**src/rtl/alu_op_sequencer.sv**
```systemverilog
// Issue/collect front end for the datapath ALU: registers one operation onto the ALU bus,
// waits a per-opcode settle time, then holds the captured result under a valid/ready response.
module alu_op_sequencer #(
   parameter int WIDTH   = 32,
   parameter int MUL_LAT = 4,
   parameter int DIV_LAT = 33
) (
   input  logic             clk,
   input  logic             rst,
   input  logic             req_valid,
   output logic             req_ready,
   input  logic [3:0]       req_opcode,
   input  logic [WIDTH-1:0] req_a,
   input  logic [WIDTH-1:0] req_b,
   output logic [WIDTH-1:0] alu_a,
   output logic [WIDTH-1:0] alu_b,
   output logic [3:0]       alu_opcode,
   input  logic [WIDTH-1:0] alu_result,
   input  logic [WIDTH-1:0] alu_hi,
   input  logic             alu_carry,
   input  logic             alu_overflow,
   output logic             rsp_valid,
   input  logic             rsp_ready,
   output logic [WIDTH-1:0] rsp_lo,
   output logic [WIDTH-1:0] rsp_hi,
   output logic             rsp_carry,
   output logic             rsp_overflow,
   output logic             rsp_err,
   output logic             busy,
   output logic [15:0]      op_count
);

   typedef enum logic [1:0] {S_IDLE, S_EXEC, S_RESP} state_t;

   state_t           r_state;
   state_t           w_next;
   logic [7:0]       r_cnt;
   logic [7:0]       w_lat;
   logic [WIDTH-1:0] r_a, r_b, r_lo, r_hi;
   logic [3:0]       r_op;
   logic             r_carry, r_ovf, r_err;
   logic [15:0]      r_op_count;
   logic             w_accept, w_capture, w_handshake, w_b_zero;
   logic [WIDTH-1:0] w_lo, w_hi;
   logic             w_carry, w_ovf, w_err;

   assign w_accept    = (r_state == S_IDLE) && req_valid;
   assign w_capture   = (r_state == S_EXEC) && (r_cnt == 8'd1);
   assign w_handshake = (r_state == S_RESP) && rsp_ready;
   assign w_b_zero    = (r_b == '0);

   always_ff @(posedge clk or posedge rst) begin
      if (rst) r_state <= S_IDLE;
      else     r_state <= w_next;
   end

   always_comb begin
      w_next = r_state;
      case (r_state)
         S_IDLE:  if (w_accept)    w_next = S_EXEC;
         S_EXEC:  if (w_capture)   w_next = S_RESP;
         S_RESP:  if (w_handshake) w_next = S_IDLE;
         default: w_next = S_IDLE;
      endcase
   end

   // Divide by zero and illegal opcodes finish in one cycle since the ALU output is ignored.
   always_comb begin
      w_lat = 8'd1;
      case (req_opcode)
         4'b0101:          w_lat = 8'(MUL_LAT);
         4'b0110, 4'b0111: if (req_b != '0) w_lat = 8'(DIV_LAT);
         default:          w_lat = 8'd1;
      endcase
   end

   always_comb begin
      w_lo    = alu_result;
      w_hi    = '0;
      w_carry = 1'b0;
      w_ovf   = 1'b0;
      w_err   = 1'b0;
      case (r_op)
         4'b0000, 4'b0001, 4'b0010,
         4'b1000, 4'b1001, 4'b1010, 4'b1011: ;
         4'b0011, 4'b0100: begin
            w_carry = alu_carry;
            w_ovf   = alu_overflow;
         end
         4'b0101: w_hi = alu_hi;
         4'b0110: begin
            if (w_b_zero) begin
               w_lo  = '1;
               w_hi  = r_a;
               w_err = 1'b1;
            end else begin
               w_hi = alu_hi;
            end
         end
         4'b0111: begin
            if (w_b_zero) begin
               w_lo  = r_a;
               w_hi  = '1;
               w_err = 1'b1;
            end else begin
               w_hi = alu_hi;
            end
         end
         default: begin
            w_lo  = '0;
            w_err = 1'b1;
         end
      endcase
   end

   always_ff @(posedge clk or posedge rst) begin
      if (rst) begin
         r_a        <= '0;
         r_b        <= '0;
         r_op       <= '0;
         r_cnt      <= '0;
         r_lo       <= '0;
         r_hi       <= '0;
         r_carry    <= 1'b0;
         r_ovf      <= 1'b0;
         r_err      <= 1'b0;
         r_op_count <= '0;
      end else begin
         if (w_accept) begin
            r_a   <= req_a;
            r_b   <= req_b;
            r_op  <= req_opcode;
            r_cnt <= w_lat;
         end else if (r_state == S_EXEC && !w_capture) begin
            r_cnt <= r_cnt - 8'd1;
         end
         if (w_capture) begin
            r_lo    <= w_lo;
            r_hi    <= w_hi;
            r_carry <= w_carry;
            r_ovf   <= w_ovf;
            r_err   <= w_err;
         end
         if (w_handshake) r_op_count <= r_op_count + 16'd1;
      end
   end

   assign req_ready    = (r_state == S_IDLE);
   assign rsp_valid    = (r_state == S_RESP);
   assign busy         = (r_state != S_IDLE);
   assign alu_a        = r_a;
   assign alu_b        = r_b;
   assign alu_opcode   = r_op;
   assign rsp_lo       = r_lo;
   assign rsp_hi       = r_hi;
   assign rsp_carry    = r_carry;
   assign rsp_overflow = r_ovf;
   assign rsp_err      = r_err;
   assign op_count     = r_op_count;

endmodule

```
**config.mk**
```make
export PLATFORM = sky130hd
export DESIGN_NAME = alu_op_sequencer
export DESIGN_NICKNAME = d
export VERILOG_FILES = /design/src/rtl/alu_op_sequencer.sv
export SDC_FILE = /design/constraint.sdc
export NUM_CORES = 1
export LEC_CHECK = 0
export ABC_AREA = 1
export CAP_MARGIN = 20
export CORE_AREA = 10 10 146 148
export CTS_CLUSTER_SIZE = 12
export DETAILED_ROUTE_END_ITERATION = 10
export DIE_AREA = 0 0 156 158
export PLACE_DENSITY = 0.86
export SLEW_MARGIN = 10
export SYNTH_ARGS = -nofsm -noshare
export SYNTH_HDL_FRONTEND = slang
export SYNTH_SLANG_ARGS = --single-unit
```
**constraint.sdc**
```tcl
create_clock -name clk -period 5.9 [get_ports clk]
set_clock_uncertainty 0.05 [all_clocks]
set_input_delay 0.885 -clock clk [delete_from_list [all_inputs] [get_ports clk]]
set_output_delay 0.885 -clock clk [all_outputs]
set_load 0.01 [all_outputs]
```
# Yosys cells after proc, flatten, opt, wreduce, memory -nomap -nowiden
# Cells that the tools add are included.
[word_totals] reg_bits=161 in_bits=138 out_inout_bits=154 wordCells=67
[op_classes] addsub=2 n_eq_ne=20 muxes=18 reduce_logical=16
[ops] operator="case mux 32 bit (3 select lines)" n=2
[ops] operator="two-way mux 32 bit" n=4
[ops] operator="zero test 32 bit" n=1
[ops] operator="nonzero test 32 bit" n=1
[ops] operator="== test 4 x 3 -> 1 bit (second input constant)" n=7
[ops] operator="adder 16 x 1 -> 16 bit (second input constant)" n=1
[ops] operator="== test 4 bit (second input constant)" n=4
[ops] operator="two-way mux 8 bit" n=2
[ops] operator="case mux 6 bit (2 select lines)" n=1
[ops] operator="OR reduction 10 bit" n=1
[ops] operator="== test 4 x 2 -> 1 bit (second input constant)" n=2
[ops] operator="== test 8 x 1 -> 1 bit (second input constant)" n=1
[ops] operator="subtractor 8 x 1 -> 8 bit (second input constant)" n=1
[ops] operator="two-way mux 2 bit" n=3
[ops] operator="two-way mux 6 bit" n=1
[ops] operator="case mux 2 bit (3 select lines)" n=1
[ops] operator="OR reduction 2 bit" n=3
[ops] operator="== test 4 x 1 -> 1 bit (second input constant)" n=1
[ops] operator="logical AND 1 bit" n=4
[ops] operator="zero test 4 bit" n=1
[ops] operator="inequality test 2 x 1 -> 1 bit (second input constant)" n=2
[ops] operator="nonzero test 2 bit" n=2
[ops] operator="two-way mux 1 bit" n=3
[ops] operator="AND reduction 3 bit" n=1
[ops] operator="6 further kinds" n=6

# Longest topological paths before layout
[depth] depth_word=6 ltp_mapped=11 depth_no_buf=10

# Worst setup path after synthesis
# OpenSTA, ideal clock, no wires.
[synth_timing] path_kind="in2reg" start="in rsp_ready" end="reg r_op_count[13], in the netlist op_count[13]" setup_time_ns=0.117 arrival_time_ns=1.721 path_slack_ns=4.012 cell_stages=9 n_path_buf=0 cell_sequence="nand3_2 nor2_1 nand2_1 nor2_1 nand2_1 nor2_2 nand2_1 nand2_1 nand2_1"
[synth_via] elab_chain_cells=1
[synth_rtl] item="from (decl)" line_no="23" rtl="input logic rsp_ready,"
[synth_rtl] item="logical AND 1 bit" line_no="49" rtl="assign w_handshake = (r_state == S_RESP) && rsp_ready;"
[synth_rtl] item="to (signal assigned)" line_no="144" rtl="if (w_handshake) r_op_count <= r_op_count + 16'd1;"
[synth_rtl] item="to (decl)" line_no="42" rtl="logic [15:0] r_op_count;"
# Every way passes these cells.
# A chain may end at the register's enable or synchronous reset.

# Worst setup path after layout
[layout_timing] start="reg r_b[2], in the netlist alu_b[2]" end="reg r_lo[19], in the netlist rsp_lo[19]"
[layout_via] elab_chain_cells=3 elab_cells_between_ends=4 cone_classes="3 x mux; 1 x reduce/logical"
[layout_rtl] item="from (decl)" line_no="39" rtl="logic [WIDTH-1:0] r_a, r_b, r_lo, r_hi;"
[layout_rtl] item="from (signal assigned)" line_no="131" rtl="r_b <= req_b;"
[layout_rtl] item="zero test 32 bit *" line_no="50" rtl="assign w_b_zero = (r_b == '0);"
[layout_rtl] item="two-way mux 32 bit (on tied branches)" line_no="101, 92"
[layout_rtl] item="case mux 32 bit (3 select lines) *" line_no="83" rtl="case (r_op)"
[layout_rtl] item="to (signal assigned)" line_no="138" rtl="r_lo <= w_lo;"
[layout_rtl] item="to (decl)" line_no="39"
# Every way passes the cells marked *; elsewhere a longest branch is shown, timed or not.

==> results.json <==
{
  "status": "complete, no violations",
  "routed_wl_um": 28330,
  "pwr-share-seq_pct": 34.8,
  "cts_setup_buffers": 0,
  "routabilityCongestion": 0.8624,
  "criticalPathCategory": "register to register",
  "holdPathEnd": "rsp_lo[30]",
  "slowest_delay_ps": 680,
  "fin_crit_sh_pct": 46.56,
  "row_count": 50,
  "numCtsBuffers": 17,
  "mostFrequentLayoutCells": "nand2_1 (441), clkdlybuf4s50_1 (291), nor2_1 (176), dfrtp_1 (161), inv_1 (92)",
  "insertion_delay_ps": 420,
  "vias": 8318,
  "hpwl_um": 20470,
  "design_area_sq_um": 11750,
  "worst-r2r-cell-count": 11,
  "p_leak_uw": 0.005637,
  "ios": 292,
  "placed_cell_area_sq_um": 11180,
  "drtAntennaViolNets": 0,
  "cts-root-buf": "clkbuf_16",
  "synth_top_area_share_pct": 49.58,
  "ys_warn_count": 0,
  "synth_fp_nets": 1275,
  "finalHoldViolCount": 0,
  "die-area_sq_um": 24650,
  "netlist_instances": 1134,
  "rrSetupSlack_ps": 3150,
  "synth_cell_types": 34,
  "grt_pass1_vias": 8156,
  "cap_violations": 0,
  "start_util_pct": 44.03,
  "ys_seq_area_share_pct": 49.58,
  "p_clk_share_pct": 18.7,
  "rsz0062_at_grt": "false",
  "slew_headroom_pct": 27.34,
  "comb_power_share_pct": 46.5,
  "worstReg2RegStart": "alu_b[2]",
  "cp.arrival_ps": 3000,
  "drt-wirelength-per-cell_um": 17.20,
  "hp-start": "rsp_lo[30]",
  "hold_buffers": 0,
  "nNetsFinal": 1541,
  "ir_drop_uv": 250.0,
  "maxSlewViolCount": 0,
  "area_delta_synth_final_pct": 44.54,
  "whs_ps": 429.5,
  "crit_family": "simple AND/OR/NAND/NOR gates",
  "path_cells": "nor2_1 > nand2_1 > nor2_1 > nand2_1 > nor2_4 > buf_4 > nand2_1 > nand2_1 > nand2_1 > nand2_1 > nand2_1",
  "ys_ff_latch": 161,
  "swShare_pct": 38.70,
  "required_ps": 6150,
  "finalPower_uw": 5534,
  "drcViolationCount": 0,
  "setup-violations-final": 0,
  "crit_fanout": 67,
  "layout-drive-gt1-share_pct": 4.034,
  "antenna_found_initial": 0,
  "power_density_nw_per_um2": 471.1,
  "cts_tree": "yes",
  "hold_class": "register to register",
  "drt-vias-per-instance": 5.050,
  "die_y_um": 158,
  "clkTransAtPathRegs_ps": 70,
  "grt_pass1_wl_um": 43880,
  "syn-cell-area_sq_um": 8127,
  "gr-usage-all-layers_pct": 22.29,
  "min_path_cells": 2,
  "finalSetupTns_ps": 0,
  "port_buffers": 291,
  "die_w_um": 156,
  "num_antenna_cells": 0,
  "avgSynthCellArea_sq_um": 7.166,
  "p_switching_uw": 2141,
  "yosysTopAreaCell": "dfrtp_1",
  "ctsResizeCount": 0,
  "overflow": 0,
  "slowest_stage": "buf_4",
  "htreeDepth": 4,
  "fp.coreArea_sq_um": 18460,
  "drt_iter0_drc": 658,
  "ys_top_cells_by_area": "dfrtp_1 (50%), nand2_1 (20%), nor2_1 (8.2%)",
  "cellInternalPower_uw": 3392,
  "start_kind": "register",
  "finalCriticalPeriod_ps": 2747,
  "cp-end-kind": "register",
  "max_freq_mhz": 364.1,
  "cts_buffer_depth": 2,
  "final_common_cell": "nand2_1",
  "cp_num_buf_inv": 1,
  "worstMarginPinSlew_ps": 1086,
  "r2r_end": "rsp_lo[19]",
  "first_pass_iters": 6,
  "grt_max_degree": 77,
  "path_common_cell": "nand2_1",
  "cts_num_sinks": 161
}
==> stage by stage <==
stage	util (%)	setup slack [ps]	instances
final	63.65	3153	1647
after global routing	63.65	2848	1647
after CTS	63.54	3051	1646
after detailed placement	60.59	2611	1614
after global placement	60.59	2649	1614
after floorplan	-	616.7	1134
==> worst max path at each step <==
stage	start	endpoint	slack, ps	cells past startpoint
global placement	req_valid	r_cnt[2]	2650	6
CTS	req_valid	r_cnt[2]	3050	6
finish	alu_b[2]	rsp_lo[19]	3150	11
detailed placement	req_valid	r_cnt[2]	2610	6
floorplan	rst	alu_a[0]	620	1
global route	alu_b[23]	rsp_lo[22]	2850	11
==> registers in the layout, indices dropped and copies added, names as in the netlist <==
signal	count
rsp_hi	32
op_count	16
rsp_err	1
r_state	2
rsp_carry	1
alu_b	32
alu_a	32
alu_opcode	4
rsp_lo	32
rsp_overflow	1
r_cnt	8
==> routing by layer <==
metal | wire [um] | track usage (%) | vias to the layer above
met5 | 0 | 0 | -
met4 | 1086 | 10.12 | 0
met3 | 2279 | 5.726 | 76
met2 | 13670 | 36.86 | 357
met1 | 11290 | 26.83 | 3854
li1 | - | - | 4031
==> tightest hold or removal path: stages, from the launching register on <==
cell and delay (ps):
dfrtp_1 340, nand2_1 50, nand2_1 50
==> layout make-up <==
cell class | instances | area [sq um]
Multi-Input combinational cell | 823 | 3518
Clock buffer | 19 | 442.9
Timing Repair Buffer | 300 | 2993
Inverter | 97 | 369.1
Clock inverter | 13 | 101.3
Fill cell | 1555 | 6709
Sequential cell | 161 | 4029
Tap cell | 234 | 292.8
==> synthesized netlist by cell type, drive strengths merged <==
cell type / number
nand2: 443
nor2: 180
dfrtp: 161
inv: 96
o21ai: 80
a21oi: 69
buf: 30
clkbuf: 23
nand4: 11
nand3: 10
nor3: 7
xnor2: 5
xor2: 5
ha: 3
o31ai: 2
and3: 1
clkinv: 1
nand2b: 1
nand3b: 1
nor4: 1
o2111ai: 1
o211ai: 1
o21a: 1
o22ai: 1
==> power groups by stage <==
stage	clock network [uW]	logic (uW)	registers [uW]
after floorplan	0	958	2100
after global placement	0	2510	1920
after detailed placement	0	2580	1930
after CTS	1050	2590	1920
after global routing	1100	2830	1980
final	1030	2570	1930
==> cells by family after synthesis <==
| kind of cell | Yosys count | synth area share, % |
|---|---|---|
| AND/OR/NAND/NOR | 655 | 31.33 |
| flip-flops | 161 | 49.58 |
| AO/OA/AOI/OAI | 155 | 9.823 |
| buffers and inverters | 150 | 7.729 |
| XOR/XNOR | 10 | 1.078 |
| adder cells (fa/ha/maj) | 3 | 0.4619 |
No activity file was read; power rests on OpenSTA's default activity.
